--- src/rtl/mux_scan_pkg.sv ---
// Shared constants and types for the 4:1 mux scan sequencer.
package mux_scan_pkg;

    localparam int NCH       = 4;
    localparam int SEL_W     = 2;
    localparam int DWELL_MIN = 2;

    typedef enum logic {
        IDLE = 1'b0,
        SCAN = 1'b1
    } state_t;

endpackage : mux_scan_pkg

--- src/rtl/mux_next_ch.sv ---
// Picks the next enabled channel: lowest set bit overall (first=1) or lowest set bit above cur.
module mux_next_ch
    import mux_scan_pkg::*;
(
    input  logic [NCH-1:0]   en,
    input  logic [SEL_W-1:0] cur,
    input  logic             first,
    output logic [SEL_W-1:0] nxt,
    output logic             found
);

    // Scanning downwards lets the last hit be the lowest qualifying index.
    always_comb begin
        // NOTE: every output gets a default before the loop so no path leaves it unassigned (no latch).
        nxt   = '0;
        found = 1'b0;
        for (int i = NCH - 1; i >= 0; i--) begin
            if (en[i] && (first || (SEL_W'(i) > cur))) begin
                nxt   = SEL_W'(i);
                found = 1'b1;
            end
        end
    end

endmodule : mux_next_ch

--- src/rtl/mux_scan_ctrl.sv ---
// Steps the 4:1 mux select through enabled channels, samples y once per dwell and
// reports a 4-bit snapshot with a one-cycle valid pulse at scan end.
module mux_scan_ctrl
    import mux_scan_pkg::*;
#(
    parameter int DWELL = 4
) (
    input  logic             clk,
    input  logic             rst_n,
    input  logic             start,
    input  logic [NCH-1:0]   ch_en,
    input  logic             y,
    output logic [SEL_W-1:0] sel,
    output logic             busy,
    output logic [NCH-1:0]   snap,
    output logic             snap_valid
);

    localparam int             CW       = $clog2(DWELL);
    localparam logic [CW-1:0]  CNT_LAST = CW'(DWELL - 1);
    localparam logic [CW-1:0]  CNT_ONE  = CW'(1);

    state_t           r_state;
    logic [CW-1:0]    r_cnt;
    logic [NCH-1:0]   r_en_q;
    logic [SEL_W-1:0] r_sel;
    logic             r_busy;
    logic [NCH-1:0]   r_snap;
    logic             r_snap_valid;

    state_t           w_state_nxt;
    logic [CW-1:0]    w_cnt_nxt;
    logic [NCH-1:0]   w_en_q_nxt;
    logic [SEL_W-1:0] w_sel_nxt;
    logic             w_busy_nxt;
    logic [NCH-1:0]   w_snap_nxt;
    logic             w_snap_valid_nxt;

    logic [NCH-1:0]   w_en_src;
    logic             w_first;
    logic [SEL_W-1:0] w_next_ch;
    logic             w_found;
    logic             w_sample;
    logic             w_advance;

    // In IDLE the live mask picks the first channel; during a scan the latched mask picks the next.
    assign w_first  = (r_state == IDLE);
    assign w_en_src = w_first ? ch_en : r_en_q;

    mux_next_ch u_next_ch (
        .en    (w_en_src),
        .cur   (r_sel),
        .first (w_first),
        .nxt   (w_next_ch),
        .found (w_found)
    );

    // The counter is loaded with 1 on the edge that first drives a channel, so the sample
    // lands on the last cycle of the dwell and the select moves on the edge after it.
    assign w_sample  = (r_state == SCAN) && (r_cnt == CNT_LAST);
    assign w_advance = (r_state == SCAN) && (r_cnt == '0);

    always_ff @(posedge clk or negedge rst_n) begin
        if (!rst_n) begin
            r_state      <= IDLE;
            r_cnt        <= '0;
            r_en_q       <= '0;
            r_sel        <= '0;
            r_busy       <= 1'b0;
            r_snap       <= '0;
            r_snap_valid <= 1'b0;
        end else begin
            // NOTE: non-blocking so every register samples pre-edge values, independent of statement order.
            r_state      <= w_state_nxt;
            r_cnt        <= w_cnt_nxt;
            r_en_q       <= w_en_q_nxt;
            r_sel        <= w_sel_nxt;
            r_busy       <= w_busy_nxt;
            r_snap       <= w_snap_nxt;
            r_snap_valid <= w_snap_valid_nxt;
        end
    end

    always_comb begin
        w_state_nxt = r_state;
        unique case (r_state)
            IDLE: if (start && w_found) w_state_nxt = SCAN;
            SCAN: if (w_sample && !w_found) w_state_nxt = IDLE;
            default: w_state_nxt = IDLE;
        endcase
    end

    always_comb begin
        w_cnt_nxt        = r_cnt;
        w_en_q_nxt       = r_en_q;
        w_sel_nxt        = r_sel;
        w_busy_nxt       = r_busy;
        w_snap_nxt       = r_snap;
        w_snap_valid_nxt = 1'b0;

        unique case (r_state)
            IDLE: begin
                if (start) begin
                    w_snap_nxt = '0;
                    if (w_found) begin
                        w_en_q_nxt = ch_en;
                        w_sel_nxt  = w_next_ch;
                        w_cnt_nxt  = CNT_ONE;
                        w_busy_nxt = 1'b1;
                    end else begin
                        // Empty mask: report an all-zero snapshot without ever going busy.
                        w_snap_valid_nxt = 1'b1;
                    end
                end
            end
            SCAN: begin
                w_cnt_nxt = r_cnt + CNT_ONE;
                if (w_sample) begin
                    w_snap_nxt[r_sel] = y;
                    w_cnt_nxt         = '0;
                    if (!w_found) begin
                        w_busy_nxt       = 1'b0;
                        w_snap_valid_nxt = 1'b1;
                    end
                end else if (w_advance) begin
                    w_sel_nxt = w_next_ch;
                end
            end
            default: begin
                w_cnt_nxt  = '0;
                w_busy_nxt = 1'b0;
            end
        endcase
    end

    assign sel        = r_sel;
    assign busy       = r_busy;
    assign snap       = r_snap;
    assign snap_valid = r_snap_valid;

endmodule : mux_scan_ctrl

--- config.mk ---
export PLATFORM = sky130hd
export DESIGN_NAME = mux_scan_ctrl
export DESIGN_NICKNAME = d
export VERILOG_FILES = /design/src/rtl/mux_scan_pkg.sv /design/src/rtl/mux_next_ch.sv /design/src/rtl/mux_scan_ctrl.sv
export SDC_FILE = /design/constraint.sdc
export NUM_CORES = 1
export LEC_CHECK = 0
export BUFFER_PORTS_ARGS = -buffer_cell sky130_fd_sc_hd__buf_4
export CAP_MARGIN = 20
export CELL_PAD_IN_SITES_DETAIL_PLACEMENT = 1
export CELL_PAD_IN_SITES_GLOBAL_PLACEMENT = 1
export CORE_MARGIN = 1.5
export CORE_UTILIZATION = 40
export DETAILED_ROUTE_END_ITERATION = 10
export PLACE_DENSITY_LB_ADDON = 0.1
export SLEW_MARGIN = 30
export SYNTH_ARGS = -nofsm -noshare
export SYNTH_HDL_FRONTEND = slang
export SYNTH_HIERARCHICAL = 1
export SYNTH_SLANG_ARGS = --single-unit
--- constraint.sdc ---
create_clock -name clk -period 2.8 [get_ports clk]
set_input_delay 0.56 -clock clk [delete_from_list [all_inputs] [get_ports clk]]
set_output_delay 0.56 -clock clk [all_outputs]
set_load 0.01 [all_outputs]
==> key figures <==
Clocking
  • Clk buf depth: 2
  • TritonCTS buffer count: 3
  • CTS tree: yes
  • Post-CTS Resized: 0
  • Postcts setup bufs: 0
  • Sink Count: 15
  • Clk slew on worst S/H paths: 90 ps
  • CTS H-tree lvls: 1
  • Worst-Skew Late Latency: 290 ps
  • Cts hold-fix bufs: 0
  • CTS Root Cell: clkbuf_4

Critical path
  • Crit start category: register
  • CP Class: register to register
  • WP data arrival: 2430 ps
  • Worst path required time: 2980 ps
  • Worst path slowest cell: dfrtp_1
  • Largest stage delay, worst path: 460 ps
  • Crit path max fanout: 7
  • Delay-heaviest family, CP: multiplexers
  • Crit end category: register
  • Worst path cell trace: mux2_2, nor2b_1, o32ai_1, nand2b_1, nand3b_4, o21ai_2, mux2_4
  • Worst path bufs/invs: 0

Logic synthesis
  • Cell Area, Synth: 809.5 sq um
  • Cell with the most instances after synthesis: dfrtp_1
  • Most area-consuming cells after synthesis: dfrtp_1 (46%), mux2_2 (11%), o21ai_0 (4.3%)
  • Post-synth top flop: dfrtp_1
  • Seq/Total Area, Yosys: 0.4637
  • Async S/R FF share, synth: 1.000
  • Synth Area per Inst: 10.65 sq um
  • Top cell type by total area after synthesis: dfrtp_1
  • Synth cell count leaders: dfrtp_1 (15), mux2_2 (8), nand2_1 (7), o21ai_0 (7), inv_1 (6)
  • YS warnings: 6
  • Synth cell types: 27
  • Syn nets: 86
  • #FFs+latches synth: 15
  • Top-area cell type share of the netlist area: 0.4637
  • Post-synth EDFFs: 0
  • Synth Instances: 76

Routing
  • Drt wl/cell: 14.96 microns
  • First-pass iteration count of the detailed router: 2
  • Via density: 5.418
  • DRT antenna net count: 0
  • # DRC: 0
  • Via count of the routed design: 661
  • Total wire length: 1825 microns
  • 1st-iter DRT viols: 5

Floorplan
  • Core area: 0.001942 sq mm
  • Die Y: 47.99 microns
  • Initial core utilization: 0.4169
  • IO Pins: 16
  • Die area: 0.002303 sq mm
  • Core Rows: 16
  • Die width: 47.99 microns

Outcome
  • Status: finished, final reports clean

Timing
  • Setup-violating endpoint count in the final report: 0
  • RSZ-0062 raised after global routing: no
  • Slew @ Worst Pin: 351.2 ps
  • Slew HR: 0.7651
  • Final worst path period need: 2248 ps
  • WHS: 107.7 ps
  • Setup total negative slack: 0 ps
  • Max Fclk: 444.8 MHz
  • Tcrit/Tclk final: 0.8030
  • Pins Over Slew Limit: 0
  • Final Hold Vio Count: 0
  • Final setup skew: 8.607 ps

Global route
  • Met1 Use GR: 0.2269
  • First-pass GRT wire length: 2939 microns
  • GR Util met3: 0.02264
  • Total GRT Usage: 0.1912
  • Grt met2 use: 0.3280
  • Antenna violations before repair: 0
  • GRT overflow: 0
  • Largest net degree at the start of global routing: 16
  • Vias in the first global route: 667
  • GR peak layer: met2

Final layout
  • Sequential cell area: 375.4 sq um
  • Ant diodes: 0
  • Area delta synth->final: 21.64%
  • Fill count: 238
  • Final core occ: 0.5071
  • Area of the multi-input gates: 406.6 sq um
  • Layout cells sized above 1: 0.3263
  • Fin cells: 122
  • Nets@finish: 106

Placed design
  • # port buffers: 15
  • HPWL Detailed: 1404 microns
  • GP Congestion: 0.7693
  • Dpl cells: 118

Power and ir drop
  • Overall Power: 1168 uW
  • Peak VDD IR: 542.6 uV
  • Pwr/cell area: 1187 mW/mm^2
  • Leakage power: 0.0004798 uW

Flow run
  • Max-cap violations: 0

Worst hold path
  • Worst hold path class: primary input to asynchronous set/reset pin
report_power, final:
| part | total [uW] | leakage (uW) | internal, uW | switching (uW) |
|---|---|---|---|---|
| Combinational | 637 | 0.000279 | 326 | 311 |
| Clock | 125 | 0.0000150 | 55.4 | 69.2 |
| Sequential | 407 | 0.000186 | 318 | 89.1 |
| Total | 1170 | 0.000480 | 699 | 469 |
flip-flops by register name, indices dropped and copies added, names as in the netlist:
register,count
busy,1
r_cnt,2
r_en_q,4
r_state,1
sel,2
snap,4
snap_valid,1
metal layers:
metal | routed length, microns | vias up
li1 | - | 308
met1 | 747 | 334
met2 | 970 | 14
met3 | 65 | 5
met4 | 41 | 0
met5 | 0 | -
placed cells by master (no fill, tap or decap), drive strengths merged, types with 2 or more instances in the layout:
| cell type | netlist | routed |
|---|---|---|
| mux2 | 10 | 10 |
| nand2 | 7 | 7 |
| buf | 1 | 16 |
| ha | 2 | 2 |
| inv | 6 | 6 |
| nor2b | 2 | 2 |
| clkbuf | 0 | 4 |
| a21oi | 2 | 2 |
| nand2b | 5 | 5 |
| o21ai | 9 | 9 |
| dfrtp | 15 | 15 |
| nor2 | 3 | 3 |
| nand3 | 2 | 2 |
| nand3b | 2 | 2 |
cell type report:
cell class / instances / share of cell area
Multi-Input combinational cell: 54 / 0.4130
Timing Repair Buffer: 16 / 0.1220
Inverter: 6 / 0.02287
Sequential cell: 15 / 0.3812
Clock buffer: 4 / 0.02668
Tap cell: 27 / 0.03431
through the flow:
step           cell area [sq um]  setup WS, ps
2_1_floorplan              809.5         623.0
3_3_place_gp               958.4         525.3
3_5_place_dp               958.4         456.5
4_1_cts                    984.7         546.7
5_1_grt                    984.7         427.3
6_report                   984.7         551.6
kinds of logic after synthesis:
| kind of cell | count (synthesis) | synth area share |
|---|---|---|
| simple gates | 23 | 0.1654 |
| compound gates | 18 | 0.1453 |
| flops | 15 | 0.4637 |
| mux | 11 | 0.1607 |
| buf+inv | 7 | 0.03400 |
| fa+ha+maj | 2 | 0.03091 |
path summary, 6_finish.rpt:
kind	to	cells past startpoint	slack (ps)	startpoint
setup / recovery	sel[0]	7	550	r_state
hold / removal	snap[0]	1	110	rst_n
setup reg to reg	sel[0]	7	550	r_state
hold reg to reg	r_en_q[2]	1	510	r_en_q[2]
max in group asynchronous	r_cnt[0]	1	2510	rst_n
min in group clk	r_en_q[1]	2	500	ch_en[1]
No activity file was read; power rests on OpenSTA's default activity.
